File: config.mk
export PLATFORM = sky130hd
export DESIGN_NAME = rmw_long_latency_p_flat
export DESIGN_NICKNAME = d
export VERILOG_FILES = /design/src/rtl/rmw_long_latency_p_pkg.sv /design/src/rtl/rmw_long_latency_p_if.sv /design/src/rtl/rmw_long_latency_p_alloc.sv /design/src/rtl/rmw_long_latency_p.sv /design/src/flat_wrapper.sv
export SDC_FILE = /design/constraint.sdc
export NUM_CORES = 2
export LEC_CHECK = 0
export BUFFER_PORTS_ARGS = -buffer_cell sky130_fd_sc_hd__buf_4
export CAP_MARGIN = 15
export CORE_ASPECT_RATIO = 1.2
export CORE_MARGIN = 8
export CORE_UTILIZATION = 35
export DETAILED_ROUTE_END_ITERATION = 8
export MAX_ROUTING_LAYER = met4
export SYNTH_ARGS = -nofsm -noshare
export SYNTH_HDL_FRONTEND = slang
export SYNTH_HIERARCHICAL = 1
export SYNTH_SLANG_ARGS = --single-unit
File: constraint.sdc
create_clock -name clk -period 9.29 [get_ports clk]
set_input_delay 0.4645 -clock clk [delete_from_list [all_inputs] [get_ports clk]]
set_output_delay 0.4645 -clock clk [all_outputs]
set_load 0.01 [all_outputs]
File: src/rtl/rmw_long_latency_p_pkg.sv
// Shared types for the read-modify-write engine: command opcodes and per-entry lifecycle.
package rmw_long_latency_p_pkg;

    typedef enum logic [1:0] {
        OP_NOP  = 2'd0,
        OP_ADDI = 2'd1,
        OP_SUBI = 2'd2,
        OP_MOVI = 2'd3
    } op_t;

    typedef enum logic [1:0] {
        ST_IDLE,
        ST_WAIT,
        ST_WB
    } entry_state_t;

endpackage

File: src/rtl/rmw_long_latency_p_if.sv
// Command, lookup, response and write-back bus of the read-modify-write engine.
interface rmw_long_latency_p_if
    import rmw_long_latency_p_pkg::*;
#(
    parameter int W     = 32,
    parameter int ID_W  = 16,
    parameter int TAG_W = 4
);
    logic             issue_vld;
    logic [ID_W-1:0]  issue_id;
    logic [W-1:0]     issue_imm;
    op_t              issue_op;
    logic             issue_rdy;
    logic             lk_vld;
    logic [TAG_W-1:0] lk_tag;
    logic [ID_W-1:0]  lk_id;
    logic             lk_rdy;
    logic             rsp_vld;
    logic [TAG_W-1:0] rsp_tag;
    logic [W-1:0]     rsp_word;
    logic             wr_vld;
    logic [ID_W-1:0]  wr_id;
    logic [W-1:0]     wr_word;
    logic             busy;

    modport master (
        output issue_vld, issue_id, issue_imm, issue_op, lk_rdy, rsp_vld, rsp_tag, rsp_word,
        input  issue_rdy, lk_vld, lk_tag, lk_id, wr_vld, wr_id, wr_word, busy
    );

    modport slave (
        input  issue_vld, issue_id, issue_imm, issue_op, lk_rdy, rsp_vld, rsp_tag, rsp_word,
        output issue_rdy, lk_vld, lk_tag, lk_id, wr_vld, wr_id, wr_word, busy
    );

endinterface

File: src/rtl/rmw_long_latency_p_alloc.sv
// Picks the lowest-index idle entry for a new lookup.
module rmw_long_latency_p_alloc #(
    parameter int N     = 16,
    parameter int TAG_W = 4
) (
    input  logic [N-1:0]     idle,
    output logic             found,
    output logic [TAG_W-1:0] tag
);

    // Scanning downwards lets the lowest set bit win.
    always_comb begin
        found = 1'b0;
        tag   = '0;
        for (int i = N - 1; i >= 0; i--) begin
            if (idle[i]) begin
                found = 1'b1;
                tag   = TAG_W'(i);
            end
        end
    end

endmodule

File: src/rtl/rmw_long_latency_p.sv
// Read-modify-write engine with tagged, out-of-order lookups into a long-latency table.
// Define RMW_LONG_LATENCY_P_COALESCE_EN to fold same-id commands into a still-waiting lookup.
module rmw_long_latency_p
    import rmw_long_latency_p_pkg::*;
#(
    parameter int W           = 32,
    parameter int ID_W        = 16,
    parameter int IN_FLIGHT_N = 16
) (
    input logic                 clk,
    input logic                 rst_n,
    rmw_long_latency_p_if.slave bus
);
    localparam int TAG_W = (IN_FLIGHT_N > 1) ? $clog2(IN_FLIGHT_N) : 1;

    typedef struct packed {
        logic         is_mov;
        logic [W-1:0] val;
    } acc_t;

    function automatic acc_t op_to_acc(input op_t op, input logic [W-1:0] imm);
        acc_t a;
        a.is_mov = (op == OP_MOVI);
        a.val    = (op == OP_SUBI) ? -imm : imm;
        return a;
    endfunction

    entry_state_t     state  [IN_FLIGHT_N];
    logic [ID_W-1:0]  ent_id [IN_FLIGHT_N];
    acc_t             acc    [IN_FLIGHT_N];
    logic [IN_FLIGHT_N-1:0] idle_bits;
    logic             hit;
    logic             found;
    logic [TAG_W-1:0] alloc_tag;
    logic             issue_rdy_c;
    logic             lk_vld_c;
    logic             rsp_ok;
    logic             wr_vld_q;
    logic [ID_W-1:0]  wr_id_q;
    logic [W-1:0]     wr_word_q;

    always_comb begin
        idle_bits = '0;
        hit       = 1'b0;
        for (int i = 0; i < IN_FLIGHT_N; i++) begin
            idle_bits[i] = (state[i] == ST_IDLE);
            if (state[i] != ST_IDLE && ent_id[i] == bus.issue_id) hit = 1'b1;
        end
    end

    rmw_long_latency_p_alloc #(.N(IN_FLIGHT_N), .TAG_W(TAG_W)) u_alloc (
        .idle  (idle_bits),
        .found (found),
        .tag   (alloc_tag)
    );

`ifdef RMW_LONG_LATENCY_P_COALESCE_EN
    logic [TAG_W-1:0] hit_idx;
    logic             merge;

    function automatic acc_t compose(input acc_t old_acc, input acc_t new_acc);
        acc_t r;
        r.is_mov = new_acc.is_mov ? 1'b1 : old_acc.is_mov;
        r.val    = new_acc.is_mov ? new_acc.val : old_acc.val + new_acc.val;
        return r;
    endfunction

    always_comb begin
        hit_idx = '0;
        for (int i = 0; i < IN_FLIGHT_N; i++) begin
            if (state[i] != ST_IDLE && ent_id[i] == bus.issue_id) hit_idx = TAG_W'(i);
        end
    end
`endif

    // A hit never allocates: either it folds into a waiting entry or it stalls until the id drains.
    always_comb begin
        issue_rdy_c = 1'b0;
        lk_vld_c    = 1'b0;
`ifdef RMW_LONG_LATENCY_P_COALESCE_EN
        merge       = 1'b0;
`endif
        if (rst_n) begin
            if (bus.issue_op == OP_NOP) begin
                issue_rdy_c = 1'b1;
            end else if (hit) begin
`ifdef RMW_LONG_LATENCY_P_COALESCE_EN
                if (state[hit_idx] == ST_WAIT && !(bus.rsp_vld && bus.rsp_tag == hit_idx)) begin
                    issue_rdy_c = 1'b1;
                    merge       = bus.issue_vld;
                end
`endif
            end else if (found) begin
                lk_vld_c    = bus.issue_vld;
                issue_rdy_c = bus.lk_rdy;
            end
        end
    end

    assign rsp_ok = bus.rsp_vld && (state[bus.rsp_tag] == ST_WAIT);

    // WB lasts exactly one cycle, the cycle the registered write-back is visible.
    always_ff @(posedge clk or negedge rst_n) begin
        if (!rst_n) begin
            for (int i = 0; i < IN_FLIGHT_N; i++) begin
                state[i]  <= ST_IDLE;
                ent_id[i] <= '0;
                acc[i]    <= '0;
            end
            wr_vld_q  <= 1'b0;
            wr_id_q   <= '0;
            wr_word_q <= '0;
        end else begin
            wr_vld_q <= 1'b0;
            for (int i = 0; i < IN_FLIGHT_N; i++) begin
                if (state[i] == ST_WB) state[i] <= ST_IDLE;
            end
            if (rsp_ok) begin
                state[bus.rsp_tag] <= ST_WB;
                wr_vld_q  <= 1'b1;
                wr_id_q   <= ent_id[bus.rsp_tag];
                wr_word_q <= acc[bus.rsp_tag].is_mov ? acc[bus.rsp_tag].val
                                                      : bus.rsp_word + acc[bus.rsp_tag].val;
            end
            if (lk_vld_c && bus.lk_rdy) begin
                state[alloc_tag]  <= ST_WAIT;
                ent_id[alloc_tag] <= bus.issue_id;
                acc[alloc_tag]    <= op_to_acc(bus.issue_op, bus.issue_imm);
            end
`ifdef RMW_LONG_LATENCY_P_COALESCE_EN
            if (merge) acc[hit_idx] <= compose(acc[hit_idx], op_to_acc(bus.issue_op, bus.issue_imm));
`endif
        end
    end

    // Responses to a tag that is not waiting (e.g. stale after a reset) are dropped.
    always @(posedge clk) begin
        if (rst_n && bus.rsp_vld)
            assert (state[bus.rsp_tag] == ST_WAIT)
            else $warning("response on tag %0d which has no lookup waiting", bus.rsp_tag);
    end

    assign bus.issue_rdy = issue_rdy_c;
    assign bus.lk_vld    = lk_vld_c;
    assign bus.lk_tag    = alloc_tag;
    assign bus.lk_id     = bus.issue_id;
    assign bus.wr_vld    = wr_vld_q;
    assign bus.wr_id     = wr_id_q;
    assign bus.wr_word   = wr_word_q;
    assign bus.busy      = ~&idle_bits;

endmodule

File: src/flat_wrapper.sv
// flat-port wrapper written by rule: the top's interface ports become plain ports
module rmw_long_latency_p_flat import rmw_long_latency_p_pkg::*;
#(
    parameter int W           = 32,
    parameter int ID_W        = 16,
    parameter int IN_FLIGHT_N = 16
)
  (clk, rst_n, bus_issue_vld, bus_issue_id, bus_issue_imm, bus_issue_op, bus_lk_rdy, bus_rsp_vld, bus_rsp_tag, bus_rsp_word, bus_issue_rdy, bus_lk_vld, bus_lk_tag, bus_lk_id, bus_wr_vld, bus_wr_id, bus_wr_word, bus_busy);
  rmw_long_latency_p_if #(.W(W), .ID_W(ID_W), .TAG_W(4)) bus_i ();
  input logic clk;
  input logic rst_n;
  input wire logic [$bits(bus_i.issue_vld)-1:0] bus_issue_vld;
  input wire logic [$bits(bus_i.issue_id)-1:0] bus_issue_id;
  input wire logic [$bits(bus_i.issue_imm)-1:0] bus_issue_imm;
  input wire logic [$bits(bus_i.issue_op)-1:0] bus_issue_op;
  input wire logic [$bits(bus_i.lk_rdy)-1:0] bus_lk_rdy;
  input wire logic [$bits(bus_i.rsp_vld)-1:0] bus_rsp_vld;
  input wire logic [$bits(bus_i.rsp_tag)-1:0] bus_rsp_tag;
  input wire logic [$bits(bus_i.rsp_word)-1:0] bus_rsp_word;
  output wire logic [$bits(bus_i.issue_rdy)-1:0] bus_issue_rdy;
  output wire logic [$bits(bus_i.lk_vld)-1:0] bus_lk_vld;
  output wire logic [$bits(bus_i.lk_tag)-1:0] bus_lk_tag;
  output wire logic [$bits(bus_i.lk_id)-1:0] bus_lk_id;
  output wire logic [$bits(bus_i.wr_vld)-1:0] bus_wr_vld;
  output wire logic [$bits(bus_i.wr_id)-1:0] bus_wr_id;
  output wire logic [$bits(bus_i.wr_word)-1:0] bus_wr_word;
  output wire logic [$bits(bus_i.busy)-1:0] bus_busy;
  assign bus_i.issue_vld = bus_issue_vld;
  assign bus_i.issue_id = bus_issue_id;
  assign bus_i.issue_imm = bus_issue_imm;
  assign bus_i.issue_op = bus_issue_op;
  assign bus_i.lk_rdy = bus_lk_rdy;
  assign bus_i.rsp_vld = bus_rsp_vld;
  assign bus_i.rsp_tag = bus_rsp_tag;
  assign bus_i.rsp_word = bus_rsp_word;
  assign bus_issue_rdy = bus_i.issue_rdy;
  assign bus_lk_vld = bus_i.lk_vld;
  assign bus_lk_tag = bus_i.lk_tag;
  assign bus_lk_id = bus_i.lk_id;
  assign bus_wr_vld = bus_i.wr_vld;
  assign bus_wr_id = bus_i.wr_id;
  assign bus_wr_word = bus_i.wr_word;
  assign bus_busy = bus_i.busy;
  rmw_long_latency_p #(.W(W), .ID_W(ID_W), .IN_FLIGHT_N(IN_FLIGHT_N)) u_core (.clk(clk), .rst_n(rst_n), .bus(bus_i));
endmodule
; ---- Word level (Yosys, flattened, before mapping)
; Index checks and enable logic that the tools add are counted.
[word_totals]
ff_bits = 865
in_bits = 91
wordCells = 267
[op_classes]
add_sub_neg = 2
order_cmp = 4
n_eq_ne = 35
muxes = 96
bitwise_logic = 8
n_reduce_logical = 55
[op_table]
columns = op, count
row1 = 528-bit bitwise mux, 1
row2 = 256-bit bitwise mux, 1
row3 = 16-bit equality test, 16
row4 = 33-bit binary-select mux with 4-bit select, 1
row5 = 33-bit demux with 4-bit select, 1
row6 = 32-bit two-way mux, 4
row7 = 33-bit two-way mux, 3
row8 = 16-bit binary-select mux with 4-bit select, 1
row9 = 16-bit demux with 4-bit select, 1
row10 = 4-bit two-way mux, 16
row11 = 16-bit two-way mux, 3
row12 = 1-bit two-way mux, 41
row13 = 2-bit two-way mux, 20
row14 = 2-bit equality test (second input constant), 18
row15 = 2-bit logical NOT, 17
row16 = 32-bit adder, 1
row17 = 16-bit bitwise AND, 2
row18 = 32-bit negator, 1
row19 = 16-bit inverter, 2
row20 = 16-bit OR, 2
row21 = 2-bit nonzero test, 16
row22 = 1-bit logical AND, 20
row23 = 2-bit demux with 4-bit select, 2
row24 = 16-bit AND reduction, 1
row25 = 6 further kinds, 9

; ---- Depth between registers and ports, before layout
[depth]
ltp_word = 25
mapped_depth = 18

; ---- Cells and area by module
; Netlist, hierarchy kept.
[by_module_without_submodules]
columns = module, instances, cells_per_inst, area_per_inst_um2, seq_area_each_um2
row1 = rmw_long_latency_p, 1, 3163, 46323.2, 21645.8
row2 = rmw_long_latency_p_alloc, 1, 33, 178.9, 0.0

; ---- Worst setup path after synthesis
; OpenSTA, ideal clock, no wires.
[synth_timing]
path_type = input to register
from = input port bus_rsp_tag[0]
to = register u_core.wr_word_q[30], in the netlist u_core/bus.wr_word[30]
setup_time_ns = 0.124
t_arrival_ns = 5.087
required_time_ns = 9.166
slack_ns = 4.079
cell_stages = 18
cell_sequence = buf_2 buf_2 clkbuf_1 clkbuf_1 mux4_2 mux4_2 ha_1 inv_1 fa_1 nor2b_1 o31a_1 o2111ai_1 a21oi_1 o41ai_1 or2_2 a311oi_1 and3_1 a211o_1
[synth_via]
elab_chain_len = 6
[synth_rtl]
columns = item, line_no
row1 = from (decl), flat_wrapper.sv:18  ; input wire logic [$bits(bus_i.rsp_tag)-1:0] bus_rsp_tag;
row2 = 4-bit inverter with 5-bit output (not written as such) (*), "rmw_long_latency_p.sv:100, rmw_long_latency_p.sv:122, rmw_long_latency_p.sv:123"
row3 = 33-bit binary-select mux with 4-bit select / 2-bit binary-select mux with 4-bit select (equally long branches), "rmw_long_latency_p.sv:122, rmw_long_latency_p.sv:123, rmw_long_latency_p.sv:100"
row4 = 33-bit two-way mux (not written as such) / 2-bit two-way mux (equally long branches) (2 in series), "rmw_long_latency_p.sv:122, rmw_long_latency_p.sv:100"
row5 = 32-bit adder / 2-bit by 1-bit equality test with 1-bit output (equally long branches), "rmw_long_latency_p.sv:123, rmw_long_latency_p.sv:100"
row6 = 32-bit two-way mux / 1-bit logical AND (equally long branches), "rmw_long_latency_p.sv:122, rmw_long_latency_p.sv:100"
row7 = to (signal assigned), rmw_long_latency_p.sv:122  ; wr_word_q <= acc[bus.rsp_tag].is_mov ? acc[bus.rsp_tag].val
row8 = to (decl), rmw_long_latency_p.sv:40  ; logic [W-1:0] wr_word_q;
; Every way passes the cells marked *; elsewhere a longest branch is shown, timed or not. The select of a mux whose other input is x is not followed.
; A chain may end at the register's enable or synchronous reset.

; ---- Final worst setup path
; Ends and elaborated chain as after synthesis.

==> results.md <==
* First-pass GRT wire length at 194000 um
* Worst clock skew at 0.0303 ns
* Ys flop type: dfrtp_1
* Setup_tns at 0 ns
* Relative slew slack at 0.257
* Worst-Margin Slew at 1.11 ns
* RePlAce Congestion at 0.877
* Pre-Repair DR Iteration Count at 5
* Post-DR wirelength/cell at 25.2 um
* Layout area overhead at 12.2%
* Routed wire length at 128000 um
* Clock latency on the worst-skew pair at 0.69 ns
* FF+latch count, synth at 865
* Via count at 27100
* Clk slew on worst S/H paths at 0.07 ns
* Post-synth EDFFs at 0
* Post-synthesis cell type count at 72
* Design area at 52200 um2
* Number of global-route vias before repair at 28700
* Placement-stage cell area at 48700 um2
* Pwr dens at 210 nW/um2
* Synthesized area per cell at 14.6 um2
* Htree depth at 3
* Crit. End Element: register
* Hold Crit Class: input port to register
* Largest net degree at the start of global routing at 162
* IO Pins at 163
* Yosys warns at 6
* Leading cell type in the layout, fill and taps excluded: dfrtp_1
* Final Hold Vio Count at 0
* Initial core utilization at 0.353
* Root buffer cell: clkbuf_16
* Postcts setup bufs at 0
* Resized cells post-CTS at 0
* Nets at 3360
* Sequential fraction of the synthesis area at 0.465
* Max-Cap Viols at 0
* WS Path Type: input port to register
* DRT iter0 DRCs at 1873
* Clock buffer depth at 3
* VDD IR max at 0.159 mV
* Fin crit period at 5.19 ns
* Flop2flop setup slack at 4.30 ns
* Clock buffer count from CTS at 98
* Clock sink count at 865
* Port bufs at 162
* HPWL Detailed at 80800 um
* Die Height at 415 um
* Pleak at 0.0253 uW
* Final Util at 0.395
* CTS tree: yes
* Slew Viols, Final at 0
* Synth Cell Area at 46500 um2
* Remaining Overflow, GRT at 0
* Finish-stage setup viols at 0
* Crit path max fanout at 70
* DIE AREA at 145000 um2
* Core Area at 132000 um2
* Antenna Violating Nets Remaining at 0
* Die width at 349 um
* Syn Nets at 3320
* Post-Synthesis Cells at 3196
* Rows at 146
* Total chip power at 11000 uW
* Synth async-reset ratio at 1.00
* Fin crit share at 0.559
* Vias per cell at 5.33
* FMAX at 0.193 GHz
* Drt drc at 0
* WP data arrival at 5.76 ns
* Commonest non-fill, non-tap cells in the layout: 865 x dfrtp_1, 432 x mux2_4, 314 x mux2_2, 267 x xor2_1, 245 x mux4_2
* Initial antenna violation count at 4
* RSZ-0062 raised after global routing: no
* Status: completed
* Worst setup SP type: input port
* Required @ worst endpoint at 9.85 ns
* Tightest hold margin at 0.174 ns
* Share of cells above drive strength 1 at 0.430
* GRT Resource Usage Total at 0.180
[power by group]
| part | leakage [uW] | switching, uW | total, uW | internal, uW |
|---|---|---|---|---|
| clock | 0.00166 | 1670 | 4050 | 2390 |
| combinational | 0.0119 | 1080 | 2210 | 1140 |
| sequential | 0.0117 | 370 | 4690 | 4320 |
[metal layers]
layer | global-route usage | part of all wire | vias to the layer above
met3 | 0.0263 | 0.043 | 193
li1 | - | - | 11800
met2 | 0.283 | 0.48 | 632
met1 | 0.242 | 0.45 | 14500
met5 | - | 0 | -
met4 | 0.0514 | 0.028 | 0
[layout make-up]
type,count,area [um2]
Clock buffer,138,2860
Fill cell,12300,79700
Timing Repair Buffer,233,1820
Tap cell,1776,2220
Multi-Input combinational cell,2013,23000
Antenna cell,1,2.50
Sequential cell,865,21600
Inverter,25,93.8
Clock inverter,42,531
[registers in the layout, summed over array words and instances, names as in the netlist]
name / cells
u_core/state: 32
u_core/bus.wr_vld: 1
u_core/bus.wr_word: 32
u_core/bus.wr_id: 16
u_core/acc: 528
u_core/ent_id: 256
[worst paths after layout]
check,from,to,depth (start not counted)
min,bus_issue_imm[0],u_core/acc[495],2
min reg2reg,u_core/acc[518],u_core/acc[518],1
min in group asynchronous,rst_n,u_core/acc[418],2
max reg2reg,u_core/ent_id[81],u_core/acc[163],10
max in group asynchronous,rst_n,u_core/acc[41],6
max,bus_rsp_tag[0],u_core/bus.wr_word[30],14
[synthesized netlist by cell type, types with 53 or more instances]
library cell / instances / share of area
mux2_4: 432 / 0.14
a21oi_1: 56 / 0.0060
nor4_1: 55 / 0.0074
mux2_2: 314 / 0.076
mux4_2: 245 / 0.12
dfrtp_1: 865 / 0.47
nor2_1: 68 / 0.0055
nand2_1: 105 / 0.0085
buf_2: 53 / 0.0057
mux2_1: 56 / 0.014
o21ai_0: 60 / 0.0065
xor2_1: 267 / 0.050
clkbuf_1: 113 / 0.0091
[repair_timing]
item	CTS	global route
hold endpoints to repair	38	0
hold buffers	1	0
setup endpoints to repair	0	0
[through the flow]
stage               cells  setup WS (ns)
floorplan            3196           4.08
global placement     4900           3.32
detailed placement   4902           3.35
CTS                  5083           4.05
global route         5093           3.66
finish               5093           4.10
[critical path, cell delays in order]
cell and delay (ns):
buf_8 0.60, buf_4 0.70, mux4_2 0.59, mux4_2 0.52, ha_1 0.42, a211oi_1 0.29
o21ai_0 0.15, o21a_1 0.20, and3_1 0.21, o41ai_1 0.55, or2_2 0.26, a311oi_1 0.14
and3_1 0.21, a211o_1 0.26
[logic make-up after synthesis]
| logic type | Yosys count | synth area share |
|---|---|---|
| flops | 865 | 0.465 |
| mux | 1056 | 0.350 |
| buf+inv | 318 | 0.0422 |
| xor+xnor | 301 | 0.0567 |
| fa+ha+maj | 33 | 0.00904 |
| compound gates | 225 | 0.0314 |
| simple gates | 398 | 0.0455 |
No activity file was read; power rests on OpenSTA's default activity.
